--- config.mk ---
export PLATFORM = sky130hd
export DESIGN_NAME = phase_arbiter_flat
export DESIGN_NICKNAME = d
export VERILOG_FILES = /design/src/rtl/phase_arbiter_if.sv /design/src/rtl/phase_arbiter.sv /design/src/flat_wrapper.sv
export SDC_FILE = /design/constraint.sdc
export NUM_CORES = 1
export LEC_CHECK = 0
export ABC_AREA = 0
export ABC_CLOCK_PERIOD_IN_PS = 6200
export CAP_MARGIN = 40
export CORE_MARGIN = 3
export CORE_UTILIZATION = 46
export CTS_BUF_LIST = sky130_fd_sc_hd__clkbuf_16
export CTS_CLUSTER_DIAMETER = 150
export DETAILED_ROUTE_END_ITERATION = 16
export PLACE_DENSITY = 0.74
export SYNTH_ARGS = -nofsm -noshare
export SYNTH_HDL_FRONTEND = slang
export SYNTH_SLANG_ARGS = --single-unit
--- constraint.sdc ---
create_clock -name clk -period 6.2 [get_ports clk]
set_clock_uncertainty 0.15 [all_clocks]
set_input_delay 1.86 -clock clk [delete_from_list [all_inputs] [get_ports clk]]
set_output_delay 1.86 -clock clk [all_outputs]
set_load 0.1 [all_outputs]
--- src/rtl/phase_arbiter_if.sv ---
// Signal bundle between the intersection sequencer and its requesters/lamp drivers.
// PHASE_PREEMPT_EN adds the preempt request and target approach.
interface phase_arbiter_if;
  logic [3:0] req;
  logic       walk_button;
  logic [7:0] lights;
  logic       walk_light;
  logic [1:0] active_phase;
`ifdef PHASE_PREEMPT_EN
  logic       preempt;
  logic [1:0] preempt_phase;

  modport master (
    output req, walk_button, preempt, preempt_phase,
    input  lights, walk_light, active_phase
  );
  modport slave (
    input  req, walk_button, preempt, preempt_phase,
    output lights, walk_light, active_phase
  );
`else
  modport master (
    output req, walk_button,
    input  lights, walk_light, active_phase
  );
  modport slave (
    input  req, walk_button,
    output lights, walk_light, active_phase
  );
`endif
endinterface

--- src/rtl/phase_arbiter.sv ---
// Round-robin green-time arbiter for a four-approach intersection with yellow,
// all-red clearance and pedestrian walk. Optional PHASE_PREEMPT_EN adds preemption.
//
//   state     | meaning
//   S_GREEN   | approach phase_q has right-of-way, others red
//   S_YELLOW  | approach phase_q shows yellow, others red
//   S_ALL_RED | clearance, every lamp red
//   S_WALK    | every lamp red, walk_light high
module phase_arbiter #(
  parameter int MIN_GREEN = 6,
  parameter int MAX_GREEN = 12,
  parameter int YELLOW_T  = 2,
  parameter int CLEAR_T   = 1,
  parameter int WALK_T    = 3
) (
  input logic            clk,
  input logic            rst,
  phase_arbiter_if.slave bus
);

  localparam int CW = 8;
  localparam logic [CW-1:0] MIN_LAST = CW'(MIN_GREEN - 1);
  localparam logic [CW-1:0] MAX_LAST = CW'(MAX_GREEN - 1);
  localparam logic [CW-1:0] Y_LAST   = CW'(YELLOW_T - 1);
  localparam logic [CW-1:0] C_LAST   = CW'(CLEAR_T - 1);
  localparam logic [CW-1:0] W_LAST   = CW'(WALK_T - 1);

  localparam logic [1:0] LAMP_GREEN  = 2'b10;
  localparam logic [1:0] LAMP_YELLOW = 2'b01;

  typedef enum logic [1:0] {
    S_GREEN,
    S_YELLOW,
    S_ALL_RED,
    S_WALK
  } state_t;

  state_t        state_q, state_d;
  logic [CW-1:0] cnt_q, cnt_d;
  logic [1:0]    phase_q, phase_d;
  logic [1:0]    next_q, next_d;
  logic [3:0]    pend_q, pend_d;
  logic          walk_pend_q, walk_pend_d;
  logic [7:0]    lights_q, lights_d;
  logic          walk_light_q, walk_light_d;
  logic [1:0]    active_q, active_d;

  logic          other_demand;
  logic          green_exit;
  logic          enter_green;
  logic [1:0]    green_tgt;

  // First pending approach after p in rotation; p itself when nothing else waits.
  function automatic logic [1:0] rr_pick(input logic [1:0] p, input logic [3:0] pend);
    logic [1:0] pick;
    logic [1:0] j;
    pick = p;
    for (int k = 3; k >= 1; k--) begin
      j = p + 2'(k);
      if (pend[j]) pick = j;
    end
    return pick;
  endfunction

  function automatic logic [7:0] lamp_map(input state_t s, input logic [1:0] p);
    logic [7:0] l;
    l = '0;
    if (s == S_GREEN)  l[{p, 1'b0} +: 2] = LAMP_GREEN;
    if (s == S_YELLOW) l[{p, 1'b0} +: 2] = LAMP_YELLOW;
    return l;
  endfunction

`ifdef PHASE_PREEMPT_EN
  logic       pre_act_q, pre_act_d;
  logic [1:0] pre_ph_q, pre_ph_d;
  logic       pre_any;
  logic [1:0] pre_tgt;

  assign pre_any = pre_act_q | bus.preempt;
  assign pre_tgt = bus.preempt ? bus.preempt_phase : pre_ph_q;
`endif

  assign other_demand = (|(pend_q & ~(4'b0001 << phase_q))) | walk_pend_q;

  always_comb begin
    green_exit = (cnt_q >= MIN_LAST) && other_demand &&
                 (!bus.req[phase_q] || (cnt_q == MAX_LAST));
`ifdef PHASE_PREEMPT_EN
    // Preemption overrides minimum green, and pins the green on the target.
    if (bus.preempt) green_exit = (bus.preempt_phase != phase_q);
`endif
  end

  always_comb begin
    state_d     = state_q;
    cnt_d       = cnt_q;
    phase_d     = phase_q;
    next_d      = next_q;
    pend_d      = pend_q | bus.req;
    walk_pend_d = walk_pend_q | bus.walk_button;
    enter_green = 1'b0;
    green_tgt   = phase_q;
`ifdef PHASE_PREEMPT_EN
    pre_act_d = pre_act_q;
    pre_ph_d  = pre_ph_q;
    if (bus.preempt && !(state_q == S_GREEN && bus.preempt_phase == phase_q)) begin
      pre_act_d = 1'b1;
      pre_ph_d  = bus.preempt_phase;
    end
`endif

    // The approach being served never accumulates its own demand.
    if (state_q == S_GREEN) pend_d[phase_q] = pend_q[phase_q];

    unique case (state_q)
      S_GREEN: begin
        if (green_exit) begin
          state_d = S_YELLOW;
          cnt_d   = '0;
          next_d  = rr_pick(phase_q, pend_q);
        end else if (cnt_q != MAX_LAST) begin
          cnt_d = cnt_q + 1'b1;
        end
      end
      S_YELLOW: begin
        if (cnt_q == Y_LAST) begin
          state_d = S_ALL_RED;
          cnt_d   = '0;
        end else begin
          cnt_d = cnt_q + 1'b1;
        end
      end
      S_ALL_RED: begin
        if (cnt_q == C_LAST) begin
`ifdef PHASE_PREEMPT_EN
          if (pre_any) begin
            enter_green = 1'b1;
            green_tgt   = pre_tgt;
          end else
`endif
          if (walk_pend_q) begin
            state_d     = S_WALK;
            cnt_d       = '0;
            walk_pend_d = 1'b0;
          end else begin
            enter_green = 1'b1;
            green_tgt   = next_q;
          end
        end else begin
          cnt_d = cnt_q + 1'b1;
        end
      end
      S_WALK: begin
        if (cnt_q == W_LAST) begin
          enter_green = 1'b1;
          green_tgt   = rr_pick(phase_q, pend_q);
`ifdef PHASE_PREEMPT_EN
          if (pre_any) green_tgt = pre_tgt;
`endif
        end else begin
          cnt_d = cnt_q + 1'b1;
        end
      end
      default: begin
        state_d = S_GREEN;
        cnt_d   = '0;
      end
    endcase

    // A clear on green entry beats a same-edge request for that approach.
    if (enter_green) begin
      state_d           = S_GREEN;
      cnt_d             = '0;
      phase_d           = green_tgt;
      pend_d[green_tgt] = 1'b0;
`ifdef PHASE_PREEMPT_EN
      pre_act_d = 1'b0;
`endif
    end

    lights_d     = lamp_map(state_d, phase_d);
    walk_light_d = (state_d == S_WALK);
    active_d     = enter_green ? green_tgt : active_q;
  end

  always_ff @(posedge clk) begin
    if (rst) begin
      state_q      <= S_GREEN;
      cnt_q        <= '0;
      phase_q      <= 2'd0;
      next_q       <= 2'd0;
      pend_q       <= 4'b0000;
      walk_pend_q  <= 1'b0;
      lights_q     <= 8'b00_00_00_10;
      walk_light_q <= 1'b0;
      active_q     <= 2'd0;
`ifdef PHASE_PREEMPT_EN
      pre_act_q    <= 1'b0;
      pre_ph_q     <= 2'd0;
`endif
    end else begin
      state_q      <= state_d;
      cnt_q        <= cnt_d;
      phase_q      <= phase_d;
      next_q       <= next_d;
      pend_q       <= pend_d;
      walk_pend_q  <= walk_pend_d;
      lights_q     <= lights_d;
      walk_light_q <= walk_light_d;
      active_q     <= active_d;
`ifdef PHASE_PREEMPT_EN
      pre_act_q    <= pre_act_d;
      pre_ph_q     <= pre_ph_d;
`endif
    end
  end

  assign bus.lights       = lights_q;
  assign bus.walk_light   = walk_light_q;
  assign bus.active_phase = active_q;

endmodule
--- src/flat_wrapper.sv ---
// flat-port wrapper written by rule: the top's interface ports become plain ports
module phase_arbiter_flat 
#(
  parameter int MIN_GREEN = 6,
  parameter int MAX_GREEN = 12,
  parameter int YELLOW_T  = 2,
  parameter int CLEAR_T   = 1,
  parameter int WALK_T    = 3
)
  (clk, rst, bus_req, bus_walk_button, bus_lights, bus_walk_light, bus_active_phase);
  phase_arbiter_if bus_i ();
  input logic clk;
  input logic rst;
  input wire logic [$bits(bus_i.req)-1:0] bus_req;
  input wire logic [$bits(bus_i.walk_button)-1:0] bus_walk_button;
  output wire logic [$bits(bus_i.lights)-1:0] bus_lights;
  output wire logic [$bits(bus_i.walk_light)-1:0] bus_walk_light;
  output wire logic [$bits(bus_i.active_phase)-1:0] bus_active_phase;
  assign bus_i.req = bus_req;
  assign bus_i.walk_button = bus_walk_button;
  assign bus_lights = bus_i.lights;
  assign bus_walk_light = bus_i.walk_light;
  assign bus_active_phase = bus_i.active_phase;
  phase_arbiter #(.MIN_GREEN(MIN_GREEN), .MAX_GREEN(MAX_GREEN), .YELLOW_T(YELLOW_T), .CLEAR_T(CLEAR_T), .WALK_T(WALK_T)) u_core (.clk(clk), .rst(rst), .bus(bus_i));
endmodule
Word level (Yosys, flattened, before mapping) --
Cells that the tools add are included.
Word-level totals: flip-flop bits (word level) 30, latch bits 0, bits in writable memories 0, memory bits (read-only) 0, input port bits 7, output and inout bits 11, logic and storage cells 107, memories kept 0
Cells by class: $add $sub $neg 5, $mul 0, divide/modulo/power cells 0, $lt $le $gt $ge 8, equal/unequal tests 12, shift-type cells 4, multiplexer cells 48, bitwise gates (word level) 8, reduce and logical (&&, ||, !) cells 13
Operator list (count):
- 8-bit 2-to-1 mux | 8
- 8-bit case mux with 4 select lines | 1
- 2-bit 2-to-1 mux | 12
- 2-bit by 5-bit variable part select with 8-bit output (first input constant) | 2
- 2-bit by 3-bit less-than comparator with 1-bit output (second input constant) | 5
- 1-bit 2-to-1 mux | 13
- 1-bit binary-select mux with 2-bit select | 5
- 8-bit by 1-bit adder with 8-bit output (second input constant) | 1
- 4-bit AND | 2
- 8-bit AND | 1
- 8-bit bitwise mux | 1
- 8-bit by 1-bit equality test with 1-bit output (second input constant) | 1
- 8-bit by 2-bit equality test with 1-bit output (second input constant) | 1
- 8-bit by 4-bit equality test with 1-bit output (second input constant) | 1
- 8-bit by 3-bit greater-or-equal comparator with 1-bit output (second input constant) | 1
- 8-bit logical NOT | 1
- 4-bit 2-to-1 mux | 2
- 8-bit by 4-bit inequality test with 1-bit output (second input constant) | 1
- 4-bit NOT | 2
- 2-bit by 5-bit variable shift with 8-bit output (first input constant) | 1
- 2-bit equality test (second input constant) | 3
- 3-bit by 2-bit inequality test with 1-bit output (second input constant) | 2
- 2-bit case mux with 3 select lines | 1
- 3-bit negation with 5-bit output | 1
- 20 further kinds | 29

Logic depth before layout (Yosys ltp) --
Gate-level depths: netlist of run 1.
depth in word-level cells 15, gate-level depth with buffers 8, mapped depth without buffers 7

Least setup slack after synthesis of run 1 --
OpenSTA, ideal clock, no wires.
path kind input -> register, from input bus_req[3], to register u_core.lights_q[4], in the netlist u_core.bus.lights[4], library setup time 139 ps, arrival 2922 ps, data required time 5911 ps, setup slack 2989 ps, stages on the path 5, buffers on the path 0, cell sequence mux2i_1 > mux2_2 > or2_2 > a31oi_1 > nor4_1
On the way: word-level cells in the longest chain between the ends 12, elaborated cells on any way between the ends 13, classes of those cells 1 x eq/ne; 8 x mux; 4 x reduce/logical
RTL lines:
- from (decl) | line flat_wrapper.sv:14 | input wire logic [$bits(bus_i.req)-1:0] bus_req;
- 1-bit binary-select mux with 2-bit select * | line phase_arbiter.sv:87 | (!bus.req[phase_q] || (cnt_q == MAX_LAST));
- 1-bit 2-to-1 mux (implied by the code) * | line phase_arbiter.sv:87
- 1-bit logical NOT * | line phase_arbiter.sv:87
- 1-bit logical OR * | line phase_arbiter.sv:87
- 1-bit logical AND * | line phase_arbiter.sv:86 | green_exit = (cnt_q >= MIN_LAST) && other_demand &&
- 2-bit 2-to-1 mux * | line phase_arbiter.sv:117 | if (green_exit) begin
- 2-bit case mux with 3 select lines * | line phase_arbiter.sv:115 | unique case (state_q)
- 2-bit 2-to-1 mux * | line phase_arbiter.sv:171 | if (enter_green) begin
- 2-bit logical NOT | line phase_arbiter.sv:68 | if (s == S_GREEN) l[{p, 1'b0} +: 2] = LAMP_GREEN;
- 8-bit 2-to-1 mux | line phase_arbiter.sv:68
- 8-bit bitwise mux | line phase_arbiter.sv:69 | if (s == S_YELLOW) l[{p, 1'b0} +: 2] = LAMP_YELLOW;
- 8-bit 2-to-1 mux * | line phase_arbiter.sv:69
- to (signal assigned) | line phase_arbiter.sv:208 | lights_q <= lights_d;
- to (decl) | line phase_arbiter.sv:44 | logic [7:0] lights_q, lights_d;
Mark *: on every way between the ends. The rest lies on a longest branch, timed or not. The select of a mux whose other input is x is not followed. A chain may end at the register's enable or synchronous reset.

Final worst setup path of run 1 --
from input bus_req[2], to register u_core.lights_q[2], in the netlist u_core.bus.lights[2]
Same word-level chain as after synthesis.

==> metrics, run 1 <==
count of buffering cells on the critical path with inverters included=1; largest fanout on the critical path=6; count of boundary I/O pins=18; Synth Flop Type=sky130_fd_sc_hd__dfxtp_1; cell family with the largest share of critical-path delay=buffers and inverters; die height=between 60 and 70 um; endpoint kind of the worst setup timing path=flip-flop; All-Layer GR Usage=0.223; average instance area after synthesis=8.75 um^2; total clock sinks=30; critical path's largest stage delay=490 ps; fraction of layout cells with a size suffix above 1=0.125; detailed-routed wire length on met3=321 um; RR Startpoint=u_core.phase_q[0]; area growth from synthesis to layout=28.6%; worst rel slew slack=0.466; final instance area=2270 um^2; top cell type's share of synthesized area=0.340; termination of the worst setup path=u_core.bus.lights[2]; Post-Route Setup TNS=0 ps; count of maximum capacitance violations=0; overall power consumption=0.505 mW; placed standard-cell area=2130 um^2; Total Die Area=4620 um^2; highest layer used for signal routing=met4; post-route antenna net violation count=0; most numerous cell in the Yosys netlist=sky130_fd_sc_hd__dfxtp_1; netlist area before placement=1770 um^2; internal power=0.373 mW; worst-margin pin slew=795 ps; Setup-failing EPs final=0; final period demand of the worst path=3670 ps; worst hold path type=flip-flop to flip-flop; count of vias placed by the detailed router=1696; drc violations=0; TritonCTS clock tree=yes; P_sw=0.132 mW; number of hold buffers added after cts=0; crit path DAT=3650 ps; Final nets=247; number of diodes added for antenna fixing=0; starting density of the core=0.502; type of origin of the critical path=input port; post-cts sizing count=0; Pre-antenna DRT Iters=4; clock transition at the register clock pins on the worst setup and hold paths after CTS=roughly 50 ps; clock share of power=0.455; buffers added on ports=17; register bit total from synthesis=30; Logic pwr share=0.131; fraction of the cycle the final worst path needs=0.592; wire length on met2=2060 um; HPWL Detailed=3210 um; top area cells in the synthesized netlist=sky130_fd_sc_hd__dfxtp_1 34%, sky130_fd_sc_hd__ha_1 6.4%, sky130_fd_sc_hd__nor2_1 5.1%, sky130_fd_sc_hd__mux4_1 3.0%, sky130_fd_sc_hd__a31oi_1 2.8%; Synthesized Nets=between 200 and 250; Hold Violations, Final=0; number of inserted filler cells in the final layout=287; required time at the worst-slack endpoint=6180 ps; critical-path cell with the highest stage delay=sky130_fd_sc_hd__clkdlybuf4s50_1; largest net degree at the start of global routing=14; synthesis warning total=0; drt initial violations=178; average detailed-routed wire length per instance=16.1 um; detailed-route wire length=4480 um; drt via density=6.10; Horiz. Die Dim=about 68 um; Max IR drop VDD=between 0.2 and 0.25 mV; post-synth cell types=between 40 and 50; number of antenna violations at the first check in global routing=0; highest clock frequency the design can meet=0.273 GHz; number of buffers created by CTS=5; CTS root buf=sky130_fd_sc_hd__clkbuf_16; standard-cell rows=21; cell type with the largest total area after synthesis=sky130_fd_sc_hd__dfxtp_1; wire length of the first global-routing pass=7800 um; fraction of registers with async set/reset=0; Critical Path, Cell by Cell=clkdlybuf4s50_1 -> mux2i_1 -> mux2_2 -> or2_2 -> a31oi_1 -> nor4_1; leakage component of the power=0.842 nW; part of the total power dissipated in sequential elements=0.413; routed metal-1 wirelength=2020 um; unrepaired setup endpoints after global routing=false; FF-to-FF setup slack=3290 ps; count of buffers added by post-CTS timing repair for setup=0; Final Max Tran Viols=0; path length in cells of the critical path=6; Max Buffers Root-to-Sink=2; register area share after synthesis=0.340; kind of critical path=input port to flip-flop; status=finished, final reports clean; Cells after Synth=202; vias in the first global route=1642; clock latency at the later pin of the worst-skew pair=280 ps; PwrDens=222 nW/um^2; global placement routability congestion=0.862; number of H-tree levels=2; switching portion of total power=0.262; number of enable-type register cells in the synthesized netlist=0; endpoint of the most critical register-to-register path=u_core.cnt_q[1]; standard cell core area=3520 um^2; launch point of the worst path=bus_req[2]; most numerous cell types in the synthesized netlist=30 x sky130_fd_sc_hd__dfxtp_1, 24 x sky130_fd_sc_hd__nor2_1, 12 x sky130_fd_sc_hd__nand2_1; total overflow reported by the global router=0; depth of the worst register-to-register path=8
==> logic make-up after synthesis <==
logic type | Yosys count | synth area share
adders and majority gates | 9 | 0.0637
AOI/OAI and AO/OA | 48 | 0.202
muxes | 8 | 0.0722
DFF | 30 | 0.340
xor gates and xnor gates | 6 | 0.0297
buffers and inverters | 17 | 0.0404
and+or+nand+nor | 84 | 0.252
==> metal layers <==
layer | vias to the layer above | track usage
li1 | 812 | -
met1 | 812 | 0.294
met2 | 64 | 0.327
met3 | 8 | 0.0755
met4 | 0 | 0.0968
met5 | - | 0
==> area by class of cell <==
cell class,count,area [um^2],share of cell area
Tap cell,46,57.6,0.0253
Clock inverter,3,16.3,0.00716
Sequential cell,30,601,0.264
Clock buffer,5,125,0.0551
Multi-Input combinational cell,155,1090,0.482
Inverter,10,37.5,0.0165
Timing Repair Buffer,29,340,0.150
==> registers in the layout, indices dropped and copies added, names as in the netlist <==
| name | flops |
|---|---|
| u_core.phase_q | 2 |
| u_core.pend_q | 4 |
| u_core.walk_pend_q | 1 |
| u_core.cnt_q | 8 |
| u_core.bus.active_phase | 2 |
| u_core.bus.walk_light | 1 |
| u_core.next_q | 2 |
| u_core.state_q | 2 |
| u_core.bus.lights | 8 |
==> layout by cell type (no fill, tap or decap), types with 2 or more instances in the layout <==
cell / n
sky130_fd_sc_hd__a21oi_1: 6
sky130_fd_sc_hd__a311oi_1: 2
sky130_fd_sc_hd__a31oi_1: 8
sky130_fd_sc_hd__a41oi_1: 2
sky130_fd_sc_hd__and2_1: 4
sky130_fd_sc_hd__and3_1: 3
sky130_fd_sc_hd__buf_8: 11
sky130_fd_sc_hd__clkbuf_16: 5
sky130_fd_sc_hd__clkdlybuf4s50_1: 17
sky130_fd_sc_hd__dfxtp_1: 30
sky130_fd_sc_hd__ha_1: 9
sky130_fd_sc_hd__inv_1: 10
sky130_fd_sc_hd__mux2_2: 2
sky130_fd_sc_hd__mux2i_1: 3
sky130_fd_sc_hd__mux4_1: 2
sky130_fd_sc_hd__nand2_1: 12
sky130_fd_sc_hd__nand2b_1: 3
sky130_fd_sc_hd__nand3_1: 5
sky130_fd_sc_hd__nand3b_1: 2
sky130_fd_sc_hd__nand4_1: 5
sky130_fd_sc_hd__nor2_1: 24
sky130_fd_sc_hd__nor2b_1: 3
sky130_fd_sc_hd__nor3_1: 5
sky130_fd_sc_hd__nor4_1: 8
sky130_fd_sc_hd__o2111ai_1: 2
sky130_fd_sc_hd__o211ai_1: 6
sky130_fd_sc_hd__o21ai_0: 6
sky130_fd_sc_hd__o31ai_1: 5
sky130_fd_sc_hd__or2_2: 2
sky130_fd_sc_hd__or3_1: 3
sky130_fd_sc_hd__xnor2_1: 5
==> per-stage QoR <==
step	hold WS [ps]	utilization	cells	setup slack, ps
after floorplan	298	-	202	2990
final	347	0.645	278	2530
after detailed placement	342	0.605	270	2310
after global routing	377	0.645	278	2440
after global placement	340	0.557	258	2270
after CTS	349	0.645	278	2560
==> power by group through the flow <==
stage	Combinational, mW	Sequential (mW)	Clock [mW]
after global routing	0.0728	0.210	0.243
after detailed placement	0.0638	0.212	0
after global placement	0.0608	0.212	0
final	0.0663	0.209	0.230
after CTS	0.0652	0.208	0.232
after floorplan	0.0448	0.212	0
==> how the worst min path moves through the flow <==
| stage | depth (start not counted) | from | to |
|---|---|---|---|
| finish | 2 | u_core.bus.active_phase[1] | u_core.bus.active_phase[1] |
| global route | 2 | u_core.next_q[1] | u_core.next_q[1] |
| CTS | 2 | u_core.bus.active_phase[1] | u_core.bus.active_phase[1] |
| detailed placement | 2 | u_core.bus.active_phase[1] | u_core.bus.active_phase[1] |
| global placement | 2 | u_core.bus.active_phase[1] | u_core.bus.active_phase[1] |
| floorplan | 2 | u_core.next_q[1] | u_core.next_q[1] |
==> worst register-to-register path: cells and delay by family (launching register included) <==
kind | cells | cell delay [ps]
buffers and inverters | 2 | 450
and+or+nand+nor | 1 | 150
DFF | 1 | 620
adders and majority gates | 1 | 260
AOI/OAI and AO/OA | 4 | 1160
Power figures use the tool's default switching activity.
==> run 2, diff against run 1 <==
- ABC_CLOCK_PERIOD_IN_PS: 6200 -> 3800
- clock period: 6.2 -> 3.8 ns (I/O delays scaled with it)
==> metrics, run 2 (synthesized netlist as in run 1, its figures left out) <==
PwrDens=394 nW/um^2 (was 222 nW/um^2); Global Route met2 Usage=0.294 (was 0.327); Worst Hold Endpoint=u_core.bus.active_phase[1] (unchanged); leakage component of the power=0.783 nW (was 0.842 nW); detailed-route wire length=4210 um (was 4480 um); unrepaired setup endpoints after global routing=false (unchanged); largest net degree at the start of global routing=14 (unchanged); Post-Place Cells=259 (was 270); vias in the first global route=1532 (was 1642); met1 demand-to-capacity share in global routing=0.310 (was 0.294); standard cell core area=3520 um^2 (unchanged); crit path DAT=2890 ps (was 3650 ps); worst hold path type=flip-flop to flip-flop (unchanged); total overflow reported by the global router=0 (unchanged); hold wc startpoint=u_core.bus.active_phase[1] (unchanged); critical-path cell with the highest stage delay=sky130_fd_sc_hd__clkdlybuf4s50_1 (unchanged); number of inserted filler cells in the final layout=333 (was 287); most frequent cells in the layout=30 x sky130_fd_sc_hd__dfxtp_1, 24 x sky130_fd_sc_hd__nor2_1, 12 x sky130_fd_sc_hd__nand2_1, 11 x sky130_fd_sc_hd__buf_4, 10 x sky130_fd_sc_hd__inv_1 (was 30 x sky130_fd_sc_hd__dfxtp_1, 24 x sky130_fd_sc_hd__nor2_1, 17 x sky130_fd_sc_hd__clkdlybuf4s50_1, 12 x sky130_fd_sc_hd__nand2_1, 11 x sky130_fd_sc_hd__buf_8); type of origin of the critical path=input port (unchanged); number of buffers created by CTS=5 (unchanged); number of diodes added for antenna fixing=0 (unchanged); endpoint of the most critical register-to-register path=u_core.pend_q[3] (was u_core.cnt_q[1]); global routing usage on met3=0.0443 (was 0.0755); endpoint kind of the worst setup timing path=flip-flop (unchanged); starting density of the core=0.502 (unchanged); Final nets=236 (was 247); number of H-tree levels=2 (unchanged); path length in cells of the critical path=6 (unchanged); Max IR drop VDD=0.284 mV (was 0.201 mV); count of buffering cells on the critical path with inverters included=1 (unchanged); Max Buffers Root-to-Sink=2 (unchanged); count of buffers added by post-CTS timing repair for setup=0 (unchanged); Total Die Area=4620 um^2 (unchanged); Post-Route Hold Slack=349 ps (was 347 ps); post-cts sizing count=0 (unchanged); drc violations=0 (unchanged); cell family with the largest share of critical-path delay=buffers and inverters (unchanged); average detailed-routed wire length per instance=15.8 um (was 16.1 um); clock transition at the register clock pins on the worst setup and hold paths after CTS=50 ps (about the same); most common cell after layout, fill and taps aside=sky130_fd_sc_hd__dfxtp_1 (unchanged); number of antenna violations at the first check in global routing=0 (unchanged); required time at the worst-slack endpoint=3780 ps (was 6180 ps); final period demand of the worst path=a little under 3000 ps; largest fanout on the critical path=6 (unchanged); Hold Violations, Final=0 (unchanged); highest-utilization routing layer at the global route stage=met1 (was met2); Pre-antenna DRT Iters=4 (unchanged); wire length of the first global-routing pass=7380 um (was 7800 um); Setup-failing EPs final=0 (unchanged); global placement routability congestion=0.832 (was 0.862); RR Startpoint=u_core.phase_q[0] (unchanged); die height=68.0 um (unchanged); TritonCTS clock tree=yes (unchanged); drt initial violations=152 (was 178); Post-Route Setup TNS=0 ps (unchanged); drt via density=5.91 (was 6.10); All-Layer GR Usage=0.212 (was 0.223); Horiz. Die Dim=68.0 um (unchanged); FF-to-FF setup slack=970 ps (was 3290 ps); count of boundary I/O pins=18 (unchanged); number of standard cells in the final layout excluding fillers=267 (was 278); number of hold buffers added after cts=0 (unchanged); fraction of the cycle the final worst path needs=0.766; Critical Path, Cell by Cell=clkdlybuf4s50_1 -> mux2i_1 -> mux2_2 -> or2_2 -> a31oi_1 -> nor4_1 (unchanged); CTS root buf=sky130_fd_sc_hd__clkbuf_16 (unchanged); kind of critical path=input port to flip-flop (unchanged); launch point of the worst path=bus_req[2] (unchanged); worst rel slew slack=0.447 (was 0.466); critical path's largest stage delay=480 ps (was 490 ps); Final Max Tran Viols=0 (unchanged); depth of the worst register-to-register path=7 (was 8); total clock sinks=30 (unchanged); highest clock frequency the design can meet=0.344 GHz; clock latency at the later pin of the worst-skew pair=270 ps (was 280 ps); Hold Crit Depth=2 (unchanged); HPWL Detailed=3000 um (was 3210 um); count of vias placed by the detailed router=1578 (was 1696); buffers added on ports=17 (unchanged); status=finished, final reports clean (unchanged); area growth from synthesis to layout=17.7% (was 28.6%); post-route antenna net violation count=0 (unchanged); fraction of layout cells with a size suffix above 1=0.131 (was 0.125); standard-cell rows=21 (unchanged); worst-margin pin slew=823 ps (was 795 ps); count of maximum capacitance violations=0 (unchanged)
-- run 2: changes by cell type in the layout (fill, tap and decap cells not counted) --
cell / delta
sky130_fd_sc_hd__buf_4: +11
sky130_fd_sc_hd__clkdlybuf4s50_1: -11
sky130_fd_sc_hd__buf_8: -11
-- run 2: power breakdown --
group          switching, mW  leakage [nW]  internal, mW
registers             0.0157         0.244         0.325
logic                 0.0604         0.472        0.0430
clock network          0.138        0.0672         0.238
-- run 2: per-layer routing --
metal / share of wire / wire [um] / vias to the layer above
met2: 0.44 / 1860 / 58
met5: 0 / 0 / -
li1: - / - / 787
met4: 0.020 / 84 / 0
met3: 0.069 / 292 / 9
met1: 0.47 / 1980 / 724
-- run 2: final cells by class --
type / instances / area [um^2] / area share
inverters: 10 / 37.5 / 0.0181
well taps: 46 / 57.6 / 0.0277
repair buffers: 18 / 148 / 0.0710
flip-flops and latches: 30 / 601 / 0.289
clock inverters: 3 / 16.3 / 0.00782
clock buffers: 5 / 125 / 0.0602
multi-input cells: 155 / 1090 / 0.526
-- run 2: tightest hold or removal path, cell delays in order (launching register included) --
cell,delay (ps)
sky130_fd_sc_hd__dfxtp_1,300
sky130_fd_sc_hd__nor2_1,90
sky130_fd_sc_hd__a211oi_1,50
-- run 2: worst max-delay path by stage --
stage	endpoint	slack [ps]
2_1_floorplan	u_core.bus.lights[4]	1310
3_3_place_gp	u_core.cnt_q[1]	560
3_5_place_dp	u_core.bus.lights[6]	650
4_1_cts	u_core.bus.lights[6]	920
5_1_grt	u_core.cnt_q[6]	760
6_report	u_core.bus.lights[0]	890
-- run 2: per-stage QoR --
| stage | power [mW] | util | worst slack [ps] | area, um^2 |
|---|---|---|---|---|
| after floorplan | 0.419 | - | 1310 | 1770 |
| after global placement | 0.445 | 0.549 | 565 | 1930 |
| after detailed placement | 0.447 | 0.550 | 647 | 1940 |
| after CTS | 0.823 | 0.591 | 924 | 2080 |
| after global routing | 0.854 | 0.591 | 759 | 2080 |
| final | 0.820 | 0.591 | 890 | 2080 |
